**src/rtl/vdq_circle_limiter_if.sv**
```systemverilog
// Request/result bundle between the d/q PI controllers, the circle limiter and
// the inverse Park stage.
interface vdq_circle_limiter_if;
  logic               i_en;
  logic        [14:0] i_vmax;
  logic signed [15:0] i_vd;
  logic signed [15:0] i_vq;
  logic               o_busy;
  logic               o_en;
  logic signed [15:0] o_vd;
  logic signed [15:0] o_vq;
  logic               o_limited;

  modport master (
    output i_en, i_vmax, i_vd, i_vq,
    input  o_busy, o_en, o_vd, o_vq, o_limited
  );

  modport slave (
    input  i_en, i_vmax, i_vd, i_vq,
    output o_busy, o_en, o_vd, o_vq, o_limited
  );
endinterface

```
**src/rtl/vdq_circle_limiter.sv**
```systemverilog
// Limits a (Vd, Vq) request to a circle of radius Vmax, d-axis first; the
// remaining q headroom floor(sqrt(Vmax^2 - Vd^2)) comes from a bit-serial root.
//
// state | meaning
// IDLE  | waiting for i_en, outputs hold last result
// PREP  | clamp Vd, form radicand Vmax^2 - Vd_c^2
// SQRT  | 15 restoring root iterations, one result bit per cycle
// OUT   | clamp Vq to the root, register results, pulse o_en
module vdq_circle_limiter (
  input logic                 clk,
  input logic                 rstn,
  vdq_circle_limiter_if.slave bus
);
  typedef enum logic [1:0] {IDLE = 2'd0, PREP = 2'd1, SQRT = 2'd2, OUT = 2'd3} state_t;

  state_t             state_q, state_d;
  logic signed [15:0] vd_q, vq_q, vdc_q, ovd_q, ovq_q;
  logic        [14:0] vmax_q, root_q;
  logic        [29:0] rad_q;
  logic        [15:0] rem_q;
  logic        [3:0]  cnt_q;
  logic               en_q, lim_q;

  logic signed [15:0] vmax_s, vdc, qlim_s, vqc;
  logic        [14:0] vdc_mag;
  logic        [29:0] vmax_sq, vdc_sq, rem_init;
  logic        [17:0] rem_sh, trial;
  logic        [15:0] rem_nx;
  logic               take_bit;

  always_comb begin
    vmax_s   = {1'b0, vmax_q};
    vdc      = (vd_q > vmax_s) ? vmax_s : ((vd_q < -vmax_s) ? -vmax_s : vd_q);
    // |vdc| is at most 32767 here, so a 15-bit magnitude is exact
    vdc_mag  = vdc[15] ? (~vdc[14:0] + 15'd1) : vdc[14:0];
    vmax_sq  = {15'd0, vmax_q} * {15'd0, vmax_q};
    vdc_sq   = {15'd0, vdc_mag} * {15'd0, vdc_mag};
    rem_init = vmax_sq - vdc_sq;

    // remainder never exceeds twice the partial root, so 16 bits suffice
    rem_sh   = {rem_q, rad_q[29:28]};
    trial    = {1'b0, root_q, 2'b01};
    take_bit = (rem_sh >= trial);
    rem_nx   = take_bit ? (rem_sh[15:0] - trial[15:0]) : rem_sh[15:0];

    qlim_s   = {1'b0, root_q};
    vqc      = (vq_q > qlim_s) ? qlim_s : ((vq_q < -qlim_s) ? -qlim_s : vq_q);
  end

  always_ff @(posedge clk or negedge rstn) begin
    if (!rstn) state_q <= IDLE;
    else       state_q <= state_d;
  end

  always_comb begin
    state_d = state_q;
    case (state_q)
      IDLE:    if (bus.i_en) state_d = PREP;
      PREP:    state_d = SQRT;
      SQRT:    if (cnt_q == 4'd0) state_d = OUT;
      OUT:     state_d = IDLE;
      default: state_d = IDLE;
    endcase
  end

  always_comb begin
    bus.o_busy    = (state_q != IDLE);
    bus.o_en      = en_q;
    bus.o_vd      = ovd_q;
    bus.o_vq      = ovq_q;
    bus.o_limited = lim_q;
  end

  always_ff @(posedge clk or negedge rstn) begin
    if (!rstn) begin
      vd_q   <= '0;
      vq_q   <= '0;
      vmax_q <= '0;
      vdc_q  <= '0;
      rad_q  <= '0;
      rem_q  <= '0;
      root_q <= '0;
      cnt_q  <= '0;
      ovd_q  <= '0;
      ovq_q  <= '0;
      lim_q  <= 1'b0;
      en_q   <= 1'b0;
    end else begin
      en_q <= 1'b0;
      case (state_q)
        IDLE: if (bus.i_en) begin
          vd_q   <= bus.i_vd;
          vq_q   <= bus.i_vq;
          vmax_q <= bus.i_vmax;
        end
        PREP: begin
          vdc_q  <= vdc;
          rad_q  <= rem_init;
          rem_q  <= '0;
          root_q <= '0;
          cnt_q  <= 4'd14;
        end
        SQRT: begin
          rem_q  <= rem_nx;
          root_q <= {root_q[13:0], take_bit};
          rad_q  <= {rad_q[27:0], 2'b00};
          cnt_q  <= cnt_q - 4'd1;
        end
        OUT: begin
          ovd_q <= vdc_q;
          ovq_q <= vqc;
          lim_q <= (vdc_q != vd_q) || (vqc != vq_q);
          en_q  <= 1'b1;
        end
        default: ;
      endcase
    end
  end
endmodule

```
**src/flat_wrapper.sv**
```systemverilog
// flat-port wrapper written by rule: the top's interface ports become plain ports
module vdq_circle_limiter_flat 
  (clk, rstn, bus_i_en, bus_i_vmax, bus_i_vd, bus_i_vq, bus_o_busy, bus_o_en, bus_o_vd, bus_o_vq, bus_o_limited);
  vdq_circle_limiter_if bus_i ();
  input logic clk;
  input logic rstn;
  input wire logic [$bits(bus_i.i_en)-1:0] bus_i_en;
  input wire logic [$bits(bus_i.i_vmax)-1:0] bus_i_vmax;
  input wire logic [$bits(bus_i.i_vd)-1:0] bus_i_vd;
  input wire logic [$bits(bus_i.i_vq)-1:0] bus_i_vq;
  output wire logic [$bits(bus_i.o_busy)-1:0] bus_o_busy;
  output wire logic [$bits(bus_i.o_en)-1:0] bus_o_en;
  output wire logic [$bits(bus_i.o_vd)-1:0] bus_o_vd;
  output wire logic [$bits(bus_i.o_vq)-1:0] bus_o_vq;
  output wire logic [$bits(bus_i.o_limited)-1:0] bus_o_limited;
  assign bus_i.i_en = bus_i_en;
  assign bus_i.i_vmax = bus_i_vmax;
  assign bus_i.i_vd = bus_i_vd;
  assign bus_i.i_vq = bus_i_vq;
  assign bus_o_busy = bus_i.o_busy;
  assign bus_o_en = bus_i.o_en;
  assign bus_o_vd = bus_i.o_vd;
  assign bus_o_vq = bus_i.o_vq;
  assign bus_o_limited = bus_i.o_limited;
  vdq_circle_limiter u_core (.clk(clk), .rstn(rstn), .bus(bus_i));
endmodule
```
**config.mk**
```make
export PLATFORM = sky130hd
export DESIGN_NAME = vdq_circle_limiter_flat
export DESIGN_NICKNAME = d
export VERILOG_FILES = /design/src/rtl/vdq_circle_limiter_if.sv /design/src/rtl/vdq_circle_limiter.sv /design/src/flat_wrapper.sv
export SDC_FILE = /design/constraint.sdc
export NUM_CORES = 1
export LEC_CHECK = 0
export BUFFER_PORTS_ARGS = -buffer_cell sky130_fd_sc_hd__buf_4
export CORE_MARGIN = 10
export CORE_UTILIZATION = 60
export DETAILED_ROUTE_END_ITERATION = 8
export HOLD_SLACK_MARGIN = 0.15
export PLACE_DENSITY = 0.75
export SLEW_MARGIN = 10
export SYNTH_ARGS = -nofsm -noshare
export SYNTH_HDL_FRONTEND = slang
export SYNTH_SLANG_ARGS = --single-unit
```
**constraint.sdc**
```tcl
create_clock -name clk -period 14.5 [get_ports clk]
set_input_delay 2.9 -clock clk [delete_from_list [all_inputs] [get_ports clk]]
set_output_delay 2.9 -clock clk [all_outputs]
set_load 0.05 [all_outputs]
```
==> out/summary.txt, run 1 <==
run status = finished clean
Post-Synth Adder-Cell Area = 0.418
Slew @ Worst Pin = 1.19 ns
largest net degree at the start of global routing = 110
share of layout cells above drive strength 1 = 0.118
max-cap viol count = 0
Yosys reg bits = 164
Final Hold Viols = 0
largest family of logic cells by synthesized area = adder cells
First-pass DRT Iterations = 6
Final #Nets = 3207
Post-route DRC = 0
initial antenna violation count = 0
CP max stage delay = 0.64 ns
Vias = 17900
post-CTS resize count = 0
CP Data Required Time = 14.78 ns
final WL = 62600 um
Detail Route Antenna Nets = 0
Antenna Cells = 0
setup_tns = 0 ns
Clock Sinks = 164
RSZ-0062 raised after global routing = false
CP max FO = 22
worst hold-check path type = flop to flop
Iter 0 DRT Violations = 1433
met2 WL = 29500 um
clk_lat worst skew = 0.45 ns
Die H = 219 um
Mapped Avg Cell Area = 9.41 sq um
GP Congestion = 0.993
Initial Util = 0.610
clock-pin slew on the worst setup and hold paths = 0.07 ns
min Tclk post-route = 13.75 ns
Via density = 5.79
fmax = 72.7 MHz
asr flop ratio synth = 1.00
routed wl met3 = 5070 um
CTS Hold Bufs = 0
first-pass GRT wire length = 101000 um
number of synthesized flops with an enable pin = 0
Area growth, synth to finish = 7.20%
fraction of synthesized area in multiplexers = 0.0560
slowest CP cell = a31oi_4
DR WL/cell = 20.2 um
vias in the first global route = 18900
HPWL after DPL = 50700 um
Rows = 72
Num CTS Buffers = 17
fin cells = 3093
CP Launch Type = flop
CTS max path bufs = 2
Yosys Warn Count = 0
CTS H-Tree Depth = 4
clk_skew = 0.0116 ns
synthesized instance count = 2522
Worst path most repeated cell = fa_1
Setup CP Type = flop to flop
die area = 47900 sq um
Final Setup Violations = 0
Synth Flop Type = dfrtp_1
final period utilization = 0.948
I/O Pins = 85
Setup Buffers After CTS = 0
Total GRT Usage = 0.269
Root Driver = clkbuf_16
TritonCTS clock tree = built
Netlist cell types = 87
Slew HR = 0.208
worst path arrival time = 14.03 ns
critical path capture point type = flop
Placed Instances = 3063
Synth Net Count = 3165
die width = 219 um
Mapped Area = 23700 sq um
Slew Limit Fails = 0
total grt overflow = 0
met1 wire length = 26200 um
Top Layer Used = met4
sequential element share of the synthesized area = 0.173
Synth Area in XOR/XNOR = 0.0411
Buffers on Ports = 84
Core Region = 38900 sq um
Synth Area in Compound Gates = 0.101
simple-gate share of the synthesized area = 0.109
final timing paths:
check,end,cells after the start,startpoint,slack [ns]
worst max register to register,u_core.rad_q[29],45,u_core.vmax_q[1],0.75
min in group asynchronous,u_core.bus.o_vq[5],1,rstn,2.57
worst min-delay path,u_core.rad_q[25],1,u_core.rad_q[25],0.50
worst max-delay path,u_core.rad_q[29],45,u_core.vmax_q[1],0.75
max in group asynchronous,u_core.rad_q[2],2,rstn,10.53
worst min register to register,u_core.rad_q[25],1,u_core.rad_q[25],0.50
registers in the layout (all words and copies together) (netlist names):
| signal | flops |
|---|---|
| u_core.bus.o_en | 1 |
| u_core.bus.o_limited | 1 |
| u_core.bus.o_vd | 16 |
| u_core.bus.o_vq | 16 |
| u_core.cnt_q | 4 |
| u_core.rad_q | 30 |
| u_core.rem_q | 16 |
| u_core.root_q | 15 |
| u_core.state_q | 2 |
| u_core.vd_q | 16 |
| u_core.vdc_q | 16 |
| u_core.vmax_q | 15 |
| u_core.vq_q | 16 |
cell type report:
class / instances / area (sq um)
Clock buffer: 18 / 439
Clock inverter: 12 / 121
Fill cell: 3217 / 13500
Inverter: 540 / 2030
Multi-Input combinational cell: 1729 / 17300
Sequential cell: 164 / 4100
Tap cell: 518 / 648
Timing Repair Buffer: 112 / 845
synth_stat cells, types with 36 or more instances:
master    count  area share
a21oi_1     100       0.021
clkbuf_1     66       0.010
dfrtp_1     164        0.17
fa_1        335        0.28
ha_1        258        0.14
inv_1       518       0.082
mux2_2       83       0.039
mux2i_1      38       0.016
nand2_1     147       0.023
nand3_1      36      0.0076
nor2_1      237       0.037
o21ai_0      52       0.011
xnor2_1      77       0.028
worst max-delay path, delay by kind of cell (launching register included):
family | cells | cell delay, ns
AND/OR/NAND/NOR | 8 | 2.00
flip-flops | 1 | 0.61
adder cells (fa/ha/maj) | 12 | 5.44
AO/OA/AOI/OAI | 15 | 3.88
buffers and inverters | 6 | 0.87
XOR/XNOR | 2 | 0.23
multiplexers | 2 | 0.51
cells in the final DEF (no fill, tap or decap), types with 13 or more instances in the layout:
cell type	synthesis	layout
o211ai_1	15	15
nand2_1	147	146
a21o_1	26	26
inv_2	15	15
o22ai_1	13	13
mux2i_1	38	38
nand2b_1	28	28
nor3_1	16	16
dfrtp_1	164	164
o21ai_0	52	52
a21oi_1	100	99
buf_4	0	111
ha_1	258	255
a31oi_1	28	28
xor2_1	27	27
nand4_1	14	14
inv_1	518	518
or2_2	13	13
xnor2_1	77	77
fa_1	335	335
nor2b_1	17	17
o21a_1	14	14
nor2_1	237	237
nand3_1	36	36
mux2_2	83	83
clkbuf_16	0	17
through the flow:
step                      hold slack [ns]  setup WS (ns)  cell area [sq um]  utilization
after floorplan                     0.448           2.31              23700            -
after global placement              0.461           1.45              24900        0.640
after detailed placement            0.482           1.04              24900        0.640
after CTS                           0.500          0.986              25500        0.654
after global routing                0.514          0.251              25500        0.654
final                               0.500          0.752              25500        0.654
routing by layer:
layer | global-route usage | up-vias
li1 | - | 8098
met1 | 0.360 | 9021
met2 | 0.432 | 657
met3 | 0.0583 | 122
met4 | 0.0821 | 0
met5 | 0 | -
kinds of logic after synthesis:
group,count (synthesis)
buf+inv,629
fa+ha+maj,593
simple gates,559
compound gates,347
flops,164
mux,122
xor+xnor,108
Power of run 1 is not shown: default switching activity piles up to over one toggle a cycle in this logic, so the estimate is an artifact.
==> run 2, diff against run 1 <==
--- a/config.mk
+++ b/config.mk
@@ -5,12 +5,12 @@
 export SDC_FILE = /design/constraint.sdc
 export NUM_CORES = 1
 export LEC_CHECK = 0
-export BUFFER_PORTS_ARGS = -buffer_cell sky130_fd_sc_hd__buf_4
 export CORE_MARGIN = 10
 export CORE_UTILIZATION = 60
 export DETAILED_ROUTE_END_ITERATION = 8
+export DONT_BUFFER_PORTS = 1
 export HOLD_SLACK_MARGIN = 0.15
-export PLACE_DENSITY = 0.75
+export PLACE_DENSITY = 0.73
 export SLEW_MARGIN = 10
 export SYNTH_ARGS = -nofsm -noshare
 export SYNTH_HDL_FRONTEND = slang
==> out/summary.txt, run 2 (same netlist as run 1, synthesis figures left out) <==
die area = 47900 sq um (unchanged)
Detail Route Antenna Nets = 0 (unchanged)
First-pass DRT Iterations = 6 (unchanged)
share of layout cells above drive strength 1 = 0.0894 (was 0.118)
CP max FO = 18 (was 22)
fmax = 74.3 MHz (was 72.7 MHz)
initial antenna violation count = 4 (was 0)
GP Congestion = 1.00 (was 0.993)
Largest register FFs = 30 (unchanged)
Initial Util = 0.610 (unchanged)
Core Region = 38900 sq um (unchanged)
RSZ-0062 raised after global routing = false (unchanged)
DR WL/cell = 20.8 um (was 20.2 um)
dpl ws = 1.28 ns (was 1.04 ns)
cell type group with the largest total delay on the critical path = adder cells (unchanged)
Root Driver = clkbuf_16 (unchanged)
setup_tns = 0 ns (unchanged)
first-pass GRT wire length = 101000 um (about the same)
final WL = 62600 um (about the same)
Slew HR = 0.210 (was 0.208)
Slew Limit Fails = 0 (unchanged)
worst path arrival time = 13.75 ns (was 14.03 ns)
most common cell after layout, fill and taps aside = inv_1 (unchanged)
fillers = 3266 (was 3217)
CP Launch Type = flop (unchanged)
Clock Sinks = 164 (unchanged)
CP max stage delay = 0.60 ns (was 0.64 ns)
Vias = 17800 (was 17900)
Final #Nets = 3126 (was 3207)
clk_lat worst skew = 0.45 ns (about the same)
Slew @ Worst Pin = 1.19 ns (about the same)
Die H = 219 um (unchanged)
die width = 219 um (unchanged)
most flop-heavy register = u_core.rad_q (unchanged)
min Tclk post-route = 13.47 ns (was 13.75 ns)
worst hold-check path type = flop to flop (unchanged)
slowest CP cell = dfrtp_1 (was a31oi_4)
clock-pin slew on the worst setup and hold paths = 0.07 ns (about the same)
Buffers on Ports = 0 (was 84)
Rows = 72 (unchanged)
Via density = 5.89 (was 5.79)
Total GRT Usage = 0.270 (was 0.269)
total grt overflow = 0 (unchanged)
Final Setup Violations = 0 (unchanged)
Crit path buffers/inverters = 7 (was 6)
post-CTS resize count = 0 (unchanged)
vias in the first global route = 18900 (about the same)
CTS H-Tree Depth = 4 (unchanged)
Iter 0 DRT Violations = 1258 (was 1433)
Final WS setup = 1.03 ns (was 0.752 ns)
largest net degree at the start of global routing = 165 (was 110)
CTS Hold Bufs = 0 (unchanged)
final period utilization = 0.929 (was 0.948)
max-cap viol count = 0 (unchanged)
Num CTS Buffers = 17 (unchanged)
Post-route DRC = 0 (unchanged)
HPWL after DPL = 51100 um (was 50700 um)
Setup Buffers After CTS = 0 (unchanged)
CTS max path bufs = 2 (unchanged)
most frequent cells in the layout = inv_1, fa_1, ha_1 (unchanged)
Core Util, Final = 0.640 (was 0.654)
Setup CP Type = flop to flop (unchanged)
CP Data Required Time = 14.78 ns (about the same)
I/O Pins = 85 (unchanged)
Final Hold Viols = 0 (unchanged)
run status = finished clean (unchanged)
critical path capture point type = flop (unchanged)
clk_skew = 0.0119 ns (was 0.0116 ns)
TritonCTS clock tree = built (unchanged)
Worst path most repeated cell = fa_1 (unchanged)
Area growth, synth to finish = 4.84% (was 7.20%)
-- run 2: changes by cell type in the layout (fill, tap and decap cells not counted) --
cell | before | now
buf_4 | 111 | 31
buf_6 | 1 | 0
bufinv_16 | 1 | 3
clkbuf_8 | 1 | 0
clkinv_4 | 2 | 1
clkinvlp_4 | 3 | 2
diode_2 | 0 | 2
ha_2 | 2 | 3
ha_4 | 1 | 0
inv_6 | 4 | 3
inv_8 | 1 | 4
-- run 2: worst register-to-register path: cells and delay by family (launching register included) --
family,cells,cell delay [ns]
adder cells (fa/ha/maj),12,5.38
AO/OA/AOI/OAI,16,3.26
AND/OR/NAND/NOR,7,2.06
buffers and inverters,7,1.14
flip-flops,1,0.60
multiplexers,2,0.56
XOR/XNOR,2,0.30
-- run 2: layer usage --
metal | track usage | wire length, um | share of wire
met5 | 0 | 7 | 0.00011
met4 | 0.0887 | 1920 | 0.031
met3 | 0.0751 | 6190 | 0.099
met2 | 0.437 | 29800 | 0.48
met1 | 0.344 | 24700 | 0.39
-- run 2: through the flow --
step	instances	hold WS [ns]	cell area [sq um]
after floorplan	2522	0.448	23700
after global placement	2982	0.467	24300
after CTS	3013	0.501	24900
final	3015	0.503	24900
after detailed placement	2982	0.486	24300
after global routing	3015	0.532	24900
-- run 2: final cells by class --
type | count | area, sq um | share of cell area
Antenna cell | 2 | 5.00 | 0.000201
Sequential cell | 164 | 4100 | 0.165
Clock buffer | 17 | 425 | 0.0171
Timing Repair Buffer | 31 | 233 | 0.00935
Clock inverter | 14 | 190 | 0.00764
Multi-Input combinational cell | 1729 | 17300 | 0.693
Tap cell | 518 | 648 | 0.0260
Inverter | 540 | 2030 | 0.0814
-- run 2: path summary, 6_finish.rpt --
check                                 startpoint                 end  slack (ns)  depth (start not counted)
worst min register to register  u_core.rad_q[19]    u_core.rad_q[19]        0.50                          1
worst max-delay path            u_core.vmax_q[1]    u_core.rad_q[29]        1.03                         46
worst min-delay path            u_core.rad_q[19]    u_core.rad_q[19]        0.50                          1
worst max register to register  u_core.vmax_q[1]    u_core.rad_q[29]        1.03                         46
min in group asynchronous                   rstn  u_core.bus.o_vq[4]        2.14                          0
max in group asynchronous                   rstn     u_core.rad_q[8]       12.14                          0
Power of run 2 is left out for the same reason.
==> run 3, diff against run 2 <==
--- a/config.mk
+++ b/config.mk
@@ -5,8 +5,9 @@
 export SDC_FILE = /design/constraint.sdc
 export NUM_CORES = 1
 export LEC_CHECK = 0
-export CORE_MARGIN = 10
+export CORE_MARGIN = 2
 export CORE_UTILIZATION = 60
+export CTS_BUF_LIST = sky130_fd_sc_hd__clkbuf_4 sky130_fd_sc_hd__clkbuf_8 sky130_fd_sc_hd__clkbuf_16
 export DETAILED_ROUTE_END_ITERATION = 8
 export DONT_BUFFER_PORTS = 1
 export HOLD_SLACK_MARGIN = 0.15
==> out/summary.txt, run 3 (same netlist as run 1, synthesis figures left out) <==
Setup Buffers After CTS = 0 (unchanged)
routed wl met3 = 5060 um (was 6190 um)
fillers = 3160 (was 3266)
Root Driver = clkbuf_16 (unchanged)
min Tclk post-route = 13.75 ns (was 13.47 ns)
total grt overflow = 0 (unchanged)
first-pass GRT wire length = 100000 um (was 101000 um)
CP Launch Type = flop (unchanged)
Hold Path Origin = u_core.rad_q[0] (was u_core.rad_q[19])
initial antenna violation count = 3 (was 4)
post-CTS resize count = 0 (unchanged)
Post-route DRC = 0 (unchanged)
Crit path buffers/inverters = 6 (was 7)
CP max stage delay = 0.60 ns (about the same)
largest net degree at the start of global routing = 165 (unchanged)
Worst path most repeated cell = fa_1 (unchanged)
run status = finished clean (unchanged)
Initial Util = 0.611 (was 0.610)
worst hold-check path type = flop to flop (unchanged)
most flop-heavy register = u_core.rad_q (unchanged)
Die H = 203 um (was 219 um)
RSZ-0062 raised after global routing = false (unchanged)
Area growth, synth to finish = 4.88% (was 4.84%)
final period utilization = 0.948 (was 0.929)
Reg2Reg Launch Point = u_core.vmax_q[1] (unchanged)
Via density = 5.89 (about the same)
die width = 203 um (was 219 um)
Final Setup Violations = 0 (unchanged)
CTS H-Tree Depth = 4 (unchanged)
Largest register FFs = 30 (unchanged)
clk_skew = 0.0109 ns (was 0.0119 ns)
Hold Path End = u_core.rad_q[0] (was u_core.rad_q[19])
CP max FO = 32 (was 18)
met2 WL = 28800 um (was 29800 um)
TritonCTS clock tree = built (unchanged)
Slew HR = 0.182 (was 0.210)
Slew @ Worst Pin = 1.23 ns (was 1.19 ns)
CTS max path bufs = 2 (unchanged)
Core Region = 38800 sq um (was 38900 sq um)
CP Data Required Time = 14.86 ns (was 14.78 ns)
Slew Limit Fails = 0 (unchanged)
Num CTS Buffers = 17 (unchanged)
Final #Nets = 3127 (was 3126)
Iter 0 DRT Violations = 1435 (was 1258)
Rows = 72 (unchanged)
worst-case reg-to-reg path depth = 43 (was 46)
I/O Pins = 85 (unchanged)
Top Layer Used = met4 (was met5)
Clock Sinks = 164 (unchanged)
r2r setup slk = 0.75 ns (was 1.03 ns)
final WL = 61500 um (was 62600 um)
Detail Route Antenna Nets = 0 (unchanged)
Setup CP Type = flop to flop (unchanged)
slowest CP cell = nor4_4 (was dfrtp_1)
Hold Crit Depth = 2 (was 1)
setup_tns = 0 ns (unchanged)
Final Hold Viols = 0 (unchanged)
end of the worst register-to-register path = u_core.rad_q[29] (unchanged)
Vias = 17800 (about the same)
most common cell after layout, fill and taps aside = inv_1 (unchanged)
vias in the first global route = 18800 (was 18900)
HPWL after DPL = 49200 um (was 51100 um)
worst path arrival time = 14.10 ns (was 13.75 ns)
most frequent cells in the layout = inv_1, fa_1, ha_1 (unchanged)
GP Congestion = 0.980 (was 1.00)
met1 wire length = 25500 um (was 24700 um)
cell type group with the largest total delay on the critical path = adder cells (unchanged)
CTS Hold Bufs = 0 (unchanged)
max-cap viol count = 0 (unchanged)
die area = 41200 sq um (was 47900 sq um)
clk_lat worst skew = 0.45 ns (about the same)
DR WL/cell = 20.4 um (was 20.8 um)
share of layout cells above drive strength 1 = 0.0901 (was 0.0894)
Placed Area = 24300 sq um (about the same)
clock-pin slew on the worst setup and hold paths = 0.07 ns (about the same)
design area = 24900 sq um (about the same)
fmax = 72.7 MHz (was 74.3 MHz)
Total GRT Usage = 0.315 (was 0.270)
First-pass DRT Iterations = 6 (unchanged)
critical path capture point type = flop (unchanged)
Buffers on Ports = 0 (unchanged)
## run 3: cell types whose count changed in the layout (fill, tap and decap cells not counted), sizes merged
cell    previous run  this run
buf               31        32
bufinv             3         2
diode              2         4
clkinv             9        10
inv              540       541
## run 3: metal layers
layer | vias to the layer above | GRT usage
li1 | 7960 | -
met3 | 132 | 0.0647
met5 | - | 0
met4 | 0 | 0.104
met2 | 691 | 0.506
met1 | 9001 | 0.429
## run 3: metrics by stage
| stage | worst slack (ns) | utilization | std cells | hold slack (ns) |
|---|---|---|---|---|
| after floorplan | 2.31 | - | 2522 | 0.448 |
| after global placement | 1.39 | 0.625 | 2983 | 0.464 |
| after detailed placement | 1.05 | 0.625 | 2983 | 0.470 |
| after CTS | 0.978 | 0.641 | 3015 | 0.486 |
| after global routing | 0.0588 | 0.641 | 3017 | 0.501 |
| final | 0.753 | 0.641 | 3019 | 0.487 |
## run 3: final cells by class
type                       count  area (sq um)  area share
multi-input combinational   1729         17300       0.693
sequential                   164          4100       0.165
inverter                     540          2030      0.0814
tap                          518           648      0.0260
clock buffer                  17           425      0.0171
timing repair buffer          32           240     0.00965
clock inverter                15           189     0.00759
antenna                        4          10.0    0.000402
## run 3: worst reg2reg max path, delay by kind of cell (launching register included)
kind            cells  cell delay [ns]
compound gates     16             3.61
buf+inv             6             1.39
fa+ha+maj          11             5.15
mux                 1             0.31
xor+xnor            1             0.13
simple gates        8             2.50
flops               1             0.58
## run 3: worst max-delay path by stage
stage	start	to	slack [ns]	cells after the start
after detailed placement	u_core.vmax_q[1]	u_core.rad_q[29]	1.05	43
after global routing	u_core.vmax_q[1]	u_core.rad_q[29]	0.06	43
after floorplan	u_core.vmax_q[0]	u_core.rad_q[29]	2.31	47
after global placement	u_core.vmax_q[1]	u_core.rad_q[29]	1.39	43
final	u_core.vmax_q[1]	u_core.rad_q[29]	0.75	43
after CTS	u_core.vmax_q[1]	u_core.rad_q[29]	0.98	43
Power of run 3 is left out for the same reason.
